==> config.mk <==
export PLATFORM = sky130hd
export DESIGN_NAME = bist_lfsr_tpg_flat
export DESIGN_NICKNAME = d
export VERILOG_FILES = /design/src/rtl/bist_lfsr_tpg_pkg.sv /design/src/rtl/bist_lfsr_tpg_if.sv /design/src/rtl/bist_lfsr_tpg_misr.sv /design/src/rtl/bist_lfsr_tpg.sv /design/src/flat_wrapper.sv
export SDC_FILE = /design/constraint.sdc
export NUM_CORES = 1
export LEC_CHECK = 0
export BUFFER_PORTS_ARGS = -buffer_cell sky130_fd_sc_hd__buf_2
export CORE_MARGIN = 4
export CORE_UTILIZATION = 57
export DETAILED_ROUTE_END_ITERATION = 10
export HOLD_SLACK_MARGIN = 0.12
export PLACE_DENSITY = 0.88
export REMOVE_ABC_BUFFERS = 1
export SYNTH_ARGS = -nofsm -noshare
export SYNTH_HDL_FRONTEND = slang
export SYNTH_SLANG_ARGS = --single-unit
==> constraint.sdc <==
create_clock -name clk -period 3.3 [get_ports clk]
set_input_delay 0.33 -clock clk [delete_from_list [all_inputs] [get_ports clk]]
set_output_delay 0.33 -clock clk [all_outputs]
set_load 0.02 [all_outputs]
==> src/rtl/bist_lfsr_tpg_pkg.sv <==
// Shared types and constants for the LFSR-based BIST pattern generator.
// Holds the FSM state enum and the shift/feedback step used by both the LFSR and the MISR.
package bist_lfsr_tpg_pkg;

   localparam int LFSR_W = 8;
   localparam logic [LFSR_W-1:0] TAPS = 8'hB8;  // x^8+x^6+x^5+x^4+1, maximal length
   localparam int PAT_W = 3;
   localparam int CNT_W = 8;

   typedef enum logic [1:0] {
      IDLE = 2'd0,
      LOAD = 2'd1,
      RUN  = 2'd2,
      DONE = 2'd3
   } state_t;

   function automatic logic [LFSR_W-1:0] lfsr_next(input logic [LFSR_W-1:0] v);
      return {v[LFSR_W-2:0], ^(v & TAPS)};
   endfunction

endpackage

==> src/rtl/bist_lfsr_tpg_if.sv <==
// Pattern stream between the generator and the circuit under test, plus the CUT response.
interface bist_lfsr_tpg_if;
   import bist_lfsr_tpg_pkg::*;

   // pat is transferred on a cycle where pat_valid && pat_ready; while pat_valid is high and
   // pat_ready is low, pat holds. cut_o is the combinational CUT answer to the current pat.
   logic [PAT_W-1:0] pat;
   logic             pat_valid;
   logic             pat_ready;
   logic             cut_o;

   modport master (output pat, output pat_valid, input pat_ready, input cut_o);
   modport slave  (input pat, input pat_valid, output pat_ready, output cut_o);

endinterface

==> src/rtl/bist_lfsr_tpg_misr.sv <==
// Single-input MISR compacting the CUT response on every accepted pattern.
module bist_misr
   import bist_lfsr_tpg_pkg::*;
(
   input  logic              clk,
   input  logic              reset_n,
   input  logic              clear,
   input  logic              accept,
   input  logic              cut_o,
   output logic [LFSR_W-1:0] signature
);

   logic [LFSR_W-1:0] misr;

   always_ff @(posedge clk or negedge reset_n) begin
      if (!reset_n) begin
         misr <= '0;
      end else if (clear) begin
         misr <= '0;
      end else if (accept) begin
         misr <= lfsr_next(misr) ^ {{(LFSR_W-1){1'b0}}, cut_o};
      end
   end

   assign signature = misr;

endmodule

==> src/rtl/bist_lfsr_tpg.sv <==
// BIST test-pattern generator: seeds an 8-bit LFSR and streams N patterns to a small CUT.
// Optional response compaction is built when the macro BIST_MISR_EN is defined.
module bist_lfsr_tpg
   import bist_lfsr_tpg_pkg::*;
(
   input  logic              clk,
   input  logic              reset_n,
   input  logic              start,
   input  logic [LFSR_W-1:0] seed,
   input  logic [CNT_W-1:0]  num_patterns,
   bist_lfsr_tpg_if.master   tpg,
   output logic              busy,
   output logic              done,
   output logic [LFSR_W-1:0] signature,
   output state_t            state_dbg
);

   state_t            state;
   logic [LFSR_W-1:0] lfsr;
   logic [LFSR_W-1:0] lfsr_nxt;
   logic [LFSR_W-1:0] seed_eff;
   logic [CNT_W-1:0]  cnt;
   logic              accept;

   // An all-zero LFSR never leaves zero, so a zero seed is replaced by 1.
   assign seed_eff  = (seed == '0) ? LFSR_W'(1) : seed;
   assign lfsr_nxt  = lfsr_next(lfsr);
   assign accept    = (state == RUN) && tpg.pat_ready;
   assign state_dbg = state;

   always_ff @(posedge clk or negedge reset_n) begin
      if (!reset_n) begin
         state         <= IDLE;
         lfsr          <= '0;
         cnt           <= '0;
         tpg.pat       <= '0;
         tpg.pat_valid <= 1'b0;
         busy          <= 1'b0;
         done          <= 1'b0;
      end else begin
         case (state)
            IDLE: begin
               if (start) begin
                  state <= LOAD;
                  busy  <= 1'b1;
               end
            end
            LOAD: begin
               lfsr <= seed_eff;
               cnt  <= num_patterns;
               if (num_patterns == '0) begin
                  state <= DONE;
                  busy  <= 1'b0;
                  done  <= 1'b1;
               end else begin
                  state         <= RUN;
                  tpg.pat       <= seed_eff[PAT_W-1:0];
                  tpg.pat_valid <= 1'b1;
               end
            end
            RUN: begin
               if (accept) begin
                  lfsr    <= lfsr_nxt;
                  cnt     <= cnt - 1'b1;
                  tpg.pat <= lfsr_nxt[PAT_W-1:0];
                  if (cnt == CNT_W'(1)) begin
                     state         <= DONE;
                     tpg.pat_valid <= 1'b0;
                     busy          <= 1'b0;
                     done          <= 1'b1;
                  end
               end
            end
            DONE: begin
               done  <= 1'b0;
               state <= IDLE;
            end
            default: state <= IDLE;
         endcase
      end
   end

`ifdef BIST_MISR_EN
   bist_misr u_misr (
      .clk       (clk),
      .reset_n   (reset_n),
      .clear     (state == LOAD),
      .accept    (accept),
      .cut_o     (tpg.cut_o),
      .signature (signature)
   );
`else
   logic unused_cut_o;
   assign unused_cut_o = tpg.cut_o;
   assign signature    = '0;
`endif

endmodule

==> src/flat_wrapper.sv <==
// flat-port wrapper written by rule: the top's interface ports become plain ports
module bist_lfsr_tpg_flat import bist_lfsr_tpg_pkg::*;
  (clk, reset_n, start, seed, num_patterns, busy, done, signature, state_dbg, tpg_pat, tpg_pat_valid, tpg_pat_ready, tpg_cut_o);
  bist_lfsr_tpg_if tpg_i ();
  input  logic clk;
  input  logic reset_n;
  input  logic start;
  input  logic [LFSR_W-1:0] seed;
  input  logic [CNT_W-1:0] num_patterns;
  output logic busy;
  output logic done;
  output logic [LFSR_W-1:0] signature;
  output state_t state_dbg;
  output wire logic [$bits(tpg_i.pat)-1:0] tpg_pat;
  output wire logic [$bits(tpg_i.pat_valid)-1:0] tpg_pat_valid;
  input wire logic [$bits(tpg_i.pat_ready)-1:0] tpg_pat_ready;
  input wire logic [$bits(tpg_i.cut_o)-1:0] tpg_cut_o;
  assign tpg_pat = tpg_i.pat;
  assign tpg_pat_valid = tpg_i.pat_valid;
  assign tpg_i.pat_ready = tpg_pat_ready;
  assign tpg_i.cut_o = tpg_cut_o;
  bist_lfsr_tpg u_core (.clk(clk), .reset_n(reset_n), .start(start), .seed(seed), .num_patterns(num_patterns), .tpg(tpg_i), .busy(busy), .done(done), .signature(signature), .state_dbg(state_dbg));
endmodule
==> results of run 1 <==
-- flip-flops by register name (all words and copies together) (netlist names) --
| register | cells |
|---|---|
| u_core.busy | 1 |
| u_core.cnt | 8 |
| u_core.done | 1 |
| u_core.lfsr | 8 |
| u_core.state_dbg | 2 |
| u_core.tpg.pat | 3 |
| u_core.tpg.pat_valid | 1 |
-- synthesized netlist by cell type, drive strengths merged (2+ instances only) --
master / instances / area [um2]
dfrtp: 24 / 601
mux2i: 15 / 150
o21ai: 12 / 60.1
buf: 11 / 73.8
inv: 11 / 41.3
nand2: 11 / 41.3
a21oi: 9 / 45.0
ha: 7 / 87.6
mux2: 6 / 67.6
nor2: 6 / 22.5
nor4: 5 / 50.1
a211oi: 4 / 30.0
xnor2: 4 / 35.0
nor2b: 3 / 18.8
clkbuf: 2 / 7.51
nor3: 2 / 10.0
o22ai: 2 / 12.5
xor2: 2 / 17.5
-- per-layer routing --
layer  global-route usage [%]  wire length [um]  up-vias
li1                         -                 -      568
met1                     23.4              1220      561
met2                     35.3              1600       48
met3                     4.36               233        4
met4                     3.48                31        0
met5                        0                 0        -
-- power by group through the flow --
stage,clock network (mW),logic (mW),registers [mW]
2_1_floorplan,0,0.708,0.628
3_3_place_gp,0,0.943,0.585
3_5_place_dp,0,0.995,0.598
4_1_cts,0.122,1.00,0.595
5_1_grt,0.135,1.12,0.617
6_report,0.119,1.00,0.595
-- kinds of logic after synthesis --
| group | share of synthesized area, % |
|---|---|
| flip-flops | 39.5 |
| AND/OR/NAND/NOR | 12.8 |
| XOR/XNOR | 3.46 |
| AO/OA/AOI/OAI | 15.9 |
| multiplexers | 14.3 |
| other | 0.247 |
| adder cells (fa/ha/maj) | 5.76 |
| buffers and inverters | 8.07 |
-- critical path, stage by stage (launching register included) --
cell     delay [ps]
dfrtp_1         470
inv_1           110
ha_1            410
inv_2           240
o21ai_1         120
a31oi_1         380
mux2_1          360
-- per-stage QoR --
stage / hold WS (ps) / util [%] / instance area [um2] / power, mW / setup slack (ps)
final: 321 / 67.4 / 1690 / 1.72 / 1100
after global routing: 330 / 67.4 / 1690 / 1.87 / 911
after CTS: 310 / 67.4 / 1690 / 1.72 / 1110
after detailed placement: 340 / 66.1 / 1650 / 1.59 / 1190
after global placement: 340 / 66.1 / 1650 / 1.53 / 1260
after floorplan: 34.4 / - / 1470 / 1.34 / 985
-- layout make-up --
cell class                 instances  area share, %
multi-input combinational        108           48.8
sequential                        24           35.6
timing repair buffer              30           9.50
inverter                          11           2.45
tap                               30           2.23
clock buffer                       3           1.34
-- worst min path at each step --
| stage | start | to | slack (ps) | cells past startpoint |
|---|---|---|---|---|
| final | num_patterns[1] | u_core.cnt[1] | 320 | 3 |
| after global routing | num_patterns[1] | u_core.cnt[1] | 330 | 3 |
| after CTS | num_patterns[1] | u_core.cnt[1] | 310 | 3 |
| after detailed placement | reset_n | u_core.cnt[2] | 340 | 1 |
| after global placement | reset_n | u_core.lfsr[5] | 340 | 1 |
| after floorplan | reset_n | u_core.busy | 30 | 0 |
==> impl_table.tex, run 1 <==
\begin{tabular}{lr}
\hline
Metric & Value \\
\hline
\multicolumn{2}{l}{\textbf{STA}} \\
RSZ-0062 raised after global routing & false \\
Pin slew with the least headroom to its limit & 560 ps \\
Final hold violation count & 0 \\
Number of slew-limit violations in the final report & 0 \\
Worst rel slew slack & 62.7\% \\
Final critical-path share of the clock period & 66.6\% \\
Total Negative Setup Slacks & 0 ps \\
Count of final setup violators & 0 \\
Largest clock skew in the final design & 4.09 ps \\
Peak Freq & 455 MHz \\
Post-layout minimum cycle time & 2200 ps \\
\multicolumn{2}{l}{\textbf{Placement}} \\
Placer congestion estimate & 0.841 \\
Buffers on Ports & 27 \\
Detail Placement HPWL & 2380 um \\
Total placed cells including tap cells & 202 \\
\multicolumn{2}{l}{\textbf{Synthesis}} \\
Count of synthesis-stage warnings from yosys & 0 \\
Synthesized instance count & 149 \\
Ys async rst share & 100\% \\
Register bit count reported by yosys & 24 \\
Main synth FF type & dfrtp\_1 \\
Post-synthesis area per instance & 10.2 um2 \\
Register area share after synthesis & 39.5\% \\
Number of enable flip-flop cells after synthesis & 0 \\
Count of different cell masters after synthesis & 37 \\
Cell area after synthesis & 1520 um2 \\
\multicolumn{2}{l}{\textbf{Power and ir drop}} \\
Switching Fraction & 45.5\% \\
Sequential cell fraction of total power & 34.7\% \\
Net switching power & 0.780 mW \\
Lkg Pwr & 0.768 nW \\
Fraction of power consumed by combinational cells & 58.4\% \\
Internal power & 0.935 mW \\
P per Cell Area & 1020 nW/um2 \\
Part of the power in the clock network & 6.9\% \\
Worst-case vdd ir drop & 0.654 mV \\
\multicolumn{2}{l}{\textbf{Cells and area}} \\
Total area of sequential cells & 601 um2 \\
Nets & 206 \\
Top library cells by usage in the layout, fill and taps aside & 27 x buf\_2, 24 x dfrtp\_1, 15 x mux2i\_1 \\
Growth of design area from synthesis to finish & 10.9\% \\
Multi-input gate area in the final layout & 823 um2 \\
Number of diodes added for antenna fixing & 0 \\
Fraction of final layout cells sized beyond drive strength 1 & 24.4\% \\
Layout filler cell count & 197 \\
Commonest non-fill, non-tap cell in the layout & buf\_2 \\
Number of non-filler instances in the completed layout & 206 \\
\multicolumn{2}{l}{\textbf{Worst hold path}} \\
Class of the most critical hold timing path & primary input to flip-flop \\
\multicolumn{2}{l}{\textbf{Routing}} \\
Routed wire length per instance & 15.0 um \\
Post-route DRC violation count & 0 \\
Mean number of vias per cell & 5.73 \\
Initial DRT Pass Iterations & 4 \\
DR vias & 1181 \\
Drt first-iter violations & 36 \\
Post-detailed-routing wire length & 3090 um \\
Post-route antenna net violation count & 0 \\
\multicolumn{2}{l}{\textbf{Die}} \\
Die extent in y & 59.6 um \\
Area inside the core boundary & 2500 um2 \\
Initial cell density of the core & 60.8\% \\
Die outline area & 3560 um2 \\
X dimension of the die & 59.6 um \\
Cell Rows & 18 \\
Count of boundary I/O pins & 37 \\
\multicolumn{2}{l}{\textbf{Setup path}} \\
Crit. End Element & flip-flop \\
Worst-path maximum fanout & 14 \\
Reg2reg end & u\_core.tpg.pat[0] \\
Class of the most critical setup path & flip-flop to flip-flop \\
Critical Path End & u\_core.tpg.pat[0] \\
Req. time, crit path & 3490 ps \\
Origin of the worst setup path & u\_core.state\_dbg[0] \\
Minimum setup slack among reg-to-reg paths & 1100 ps \\
Register-to-Register Path Depth & 6 \\
Startpoint type of the worst setup path & flip-flop \\
Reg-to-reg critical path startpoint & u\_core.state\_dbg[0] \\
WP data arrival & 2390 ps \\
\multicolumn{2}{l}{\textbf{GRT}} \\
Vias in the first global route & 1162 \\
Total routing resource utilization after global routing & 19.4\% \\
Total congestion overflow & 0 \\
Antenna violations before repair & 0 \\
First-pass GRT wire length & 5230 um \\
Maximum number of pins on one net before global-route repair & 25 \\
\multicolumn{2}{l}{\textbf{Clocking}} \\
Clock input transition at the sequential cells of the worst setup and hold paths & 110 ps \\
Number of buffers inserted for hold repair after clock tree synthesis & 1 \\
Post-cts repair resize count & 0 \\
Buffer depth of the longest clock path & 2 \\
Clock buffers created by TritonCTS & 3 \\
Root buffer selected by CTS & clkbuf\_4 \\
Total clock sinks & 24 \\
CTS tree & yes \\
Insertion delay of the later-clocked pin in the worst-skew pair & 300 ps \\
Post-CTS setup buffer count & 0 \\
CTS H-Tree Depth & 1 \\
\multicolumn{2}{l}{\textbf{Status}} \\
Run status & completed \\
\multicolumn{2}{l}{\textbf{Run}} \\
Max-capacitance violation count & 0 \\
\hline
\end{tabular}
(Power assumes the default switching activity.)
==> run 2: changes to the inputs <==
- CORE_UTILIZATION: 57 -> 48
- PLACE_DENSITY: 0.88 -> 0.8
- clock period: 3.3 -> 1.8 ns (I/O delays scaled with it)
==> impl_table.tex, run 2 (synthesis gave the netlist of run 1 again) <==
\begin{tabular}{lr}
\hline
Metric & Value \\
\hline
\multicolumn{2}{l}{\textbf{Clocking}} \\
Buffer depth of the longest clock path & 2 (unchanged) \\
CTS H-Tree Depth & 1 (unchanged) \\
Clock buffers created by TritonCTS & 3 (unchanged) \\
Insertion delay of the later-clocked pin in the worst-skew pair & 310 ps (about the same) \\
Clock input transition at the sequential cells of the worst setup and hold paths & 140 ps (+30 ps) \\
Root buffer selected by CTS & clkbuf\_4 \\
CTS tree & yes \\
Total clock sinks & 24 (unchanged) \\
\multicolumn{2}{l}{\textbf{Setup path}} \\
Largest stage delay on the critical path & 420 ps (-50 ps) \\
Crit. End Element & flip-flop \\
WP data arrival & 1940 ps (-450 ps) \\
Cell with the largest stage delay on the worst path & dfrtp\_1 \\
Class of the most critical setup path & flip-flop to flip-flop \\
Startpoint type of the worst setup path & flip-flop \\
Cell Chain, Critical Path & inv\_2 -> ha\_1 -> nor4b\_4 -> a41oi\_4 -> a211oi\_1 -> mux2i\_1 \\
Worst-path maximum fanout & 6 (-8) \\
Gate family responsible for the most delay along the worst path & compound AO/OA/AOI/OAI gates \\
Buffers \& Inverters on Critical Path & 1 (-1) \\
Req. time, crit path & 2050 ps (-1440 ps) \\
\multicolumn{2}{l}{\textbf{Run}} \\
Max-capacitance violation count & 0 (unchanged) \\
\multicolumn{2}{l}{\textbf{GRT}} \\
Total routing resource utilization after global routing & 17.8\% (-1.6 points) \\
First-pass GRT wire length & 5890 um (+13\%) \\
Vias in the first global route & 1314 (+13\%) \\
Fraction of met1 tracks used by global routing & 20.3\% (-3.1 points) \\
Total congestion overflow & 0 (unchanged) \\
Met2 track utilization from global routing & 32.5\% (-2.9 points) \\
Maximum number of pins on one net before global-route repair & 25 (unchanged) \\
Grt peak-use layer & met2 \\
Antenna violations before repair & 0 (unchanged) \\
Met3 global-route usage & 2.28\% (-2.1 points) \\
\multicolumn{2}{l}{\textbf{STA}} \\
Final worst-path setup slack & 102 ps (-1000 ps) \\
Largest clock skew in the final design & 6.49 ps (+2.40 ps) \\
Count of final setup violators & 0 (unchanged) \\
Final hold violation count & 0 (unchanged) \\
Number of slew-limit violations in the final report & 0 (unchanged) \\
Post-layout minimum cycle time & 1700 ps (-499 ps) \\
Pin slew with the least headroom to its limit & 546 ps (-13.9 ps) \\
Peak Freq & 589 MHz (+29\%) \\
RSZ-0062 raised after global routing & true \\
Worst rel slew slack & 63.6\% (+0.93 points) \\
Final critical-path share of the clock period & 94.3\% (+28 points) \\
Total Negative Setup Slacks & 0 ps (unchanged) \\
\multicolumn{2}{l}{\textbf{Placement}} \\
Dpl ws & 6.23 ps (-1190 ps) \\
Buffers on Ports & 27 (unchanged) \\
Detail Placement HPWL & 2480 um (+4.0\%) \\
Placer congestion estimate & 0.953 (+13\%) \\
\multicolumn{2}{l}{\textbf{Cells and area}} \\
Number of diodes added for antenna fixing & 0 (unchanged) \\
Regs by FF count & u\_core.cnt (8), u\_core.lfsr (8), u\_core.tpg.pat (3) \\
Fraction of final layout cells sized beyond drive strength 1 & 29.6\% (+5.1 points) \\
Growth of design area from synthesis to finish & 17.5\% \\
End-of-flow core utilization & 58.5\% (-8.9 points) \\
Commonest non-fill, non-tap cell in the layout & buf\_2 \\
Top library cells by usage in the layout, fill and taps aside & 27 x buf\_2, 24 x dfrtp\_1, 15 x mux2i\_1 \\
Nets & 215 (+4.4\%) \\
\multicolumn{2}{l}{\textbf{Power and ir drop}} \\
Pwr Total & 3.37 mW (+96\%) \\
Internal power & 1.88 mW (+100\%) \\
P per Cell Area & 1880 nW/um2 (+85\%) \\
Lkg Pwr & 0.818 nW (+6.5\%) \\
Fraction of power consumed by combinational cells & 59.7\% (+1.3 points) \\
Worst-case vdd ir drop & 0.935 mV (+43\%) \\
Net switching power & 1.49 mW (+91\%) \\
Sequential cell fraction of total power & 31.7\% (-3.0 points) \\
Part of the power in the clock network & 8.6\% (+1.7 points) \\
Switching Fraction & 44.2\% (-1.3 points) \\
\multicolumn{2}{l}{\textbf{Worst hold path}} \\
Class of the most critical hold timing path & primary input to flip-flop \\
\multicolumn{2}{l}{\textbf{Status}} \\
Run status & completed \\
\multicolumn{2}{l}{\textbf{Routing}} \\
Initial DRT Pass Iterations & 4 (unchanged) \\
Post-route DRC violation count & 0 (unchanged) \\
Post-route antenna net violation count & 0 (unchanged) \\
Drt first-iter violations & 84 (+130\%) \\
Post-detailed-routing wire length & 3290 um (+6.6\%) \\
DR vias & 1236 (+4.7\%) \\
Routed wire length per instance & 14.3 um (-4.5\%) \\
Mean number of vias per cell & 5.37 (-6.3\%) \\
\multicolumn{2}{l}{\textbf{Die}} \\
Die outline area & 4130 um2 (+16\%) \\
Die extent in y & 64.3 um (+7.8\%) \\
Initial cell density of the core & 49.8\% (-11 points) \\
Area inside the core boundary & 3050 um2 (+22\%) \\
X dimension of the die & 64.3 um (+7.8\%) \\
Count of boundary I/O pins & 37 (unchanged) \\
Cell Rows & 20 (+2) \\
\hline
\end{tabular}
==> run 2: cell count changes in the layout (fill, tap and decap cells not counted), sizes merged <==
cell and delta:
buf +9, clkbuf +1
==> run 2: per-stage QoR <==
stage | instance area (um2) | instances | hold slack, ps
detailed placement | 1720 | 222 | 209
CTS | 1760 | 227 | 139
finish | 1790 | 230 | 146
floorplan | 1470 | 143 | -116
global route | 1790 | 230 | 146
global placement | 1720 | 222 | 189
==> run 2: per-layer routing <==
layer | vias up | routed length [um]
met5 | - | 0
met4 | 0 | 44
met3 | 2 | 139
met2 | 29 | 1740
met1 | 619 | 1370
li1 | 586 | -
==> run 2: what timing repair did <==
action	CTS	global route
endpoints found under the setup margin	1	7
cloned	0	0
buffers inserted	0	3
pin swaps	2	2
hold endpoints to repair	24	0
resized for setup	0	2
hold buffers	1	0
==> run 2: area by class of cell <==
type,instances,area (um2)
Clock buffer,4,36.3
Fill cell,264,1270
Timing Repair Buffer,39,228
Multi-Input combinational cell,108,826
Sequential cell,24,601
Inverter,11,41.3
Tap cell,44,55.1
==> run 2: worst register-to-register path, stage by stage (launching register included) <==
cell	delay [ps]
dfrtp_1	420
inv_2	70
ha_1	150
nor4b_4	250
a41oi_4	210
a211oi_1	310
mux2i_1	210
==> run 2: final timing paths <==
path	start	endpoint	slack, ps	depth (start not counted)
max	u_core.cnt[1]	u_core.done	100	6
min	num_patterns[1]	u_core.cnt[1]	150	3
max reg2reg	u_core.cnt[1]	u_core.done	100	6
min reg2reg	u_core.tpg.pat[0]	u_core.tpg.pat[0]	500	1
max in group asynchronous	reset_n	u_core.cnt[7]	1070	2
min in group asynchronous	reset_n	u_core.cnt[2]	360	2
==> run 2: power groups by stage <==
| stage | combinational [mW] | sequential, mW | clock, mW |
|---|---|---|---|
| after floorplan | 1.30 | 1.15 | 0 |
| after global placement | 1.86 | 1.06 | 0 |
| after detailed placement | 1.94 | 1.08 | 0 |
| after CTS | 1.95 | 1.07 | 0.299 |
| after global routing | 2.23 | 1.11 | 0.325 |
| final | 2.01 | 1.07 | 0.289 |
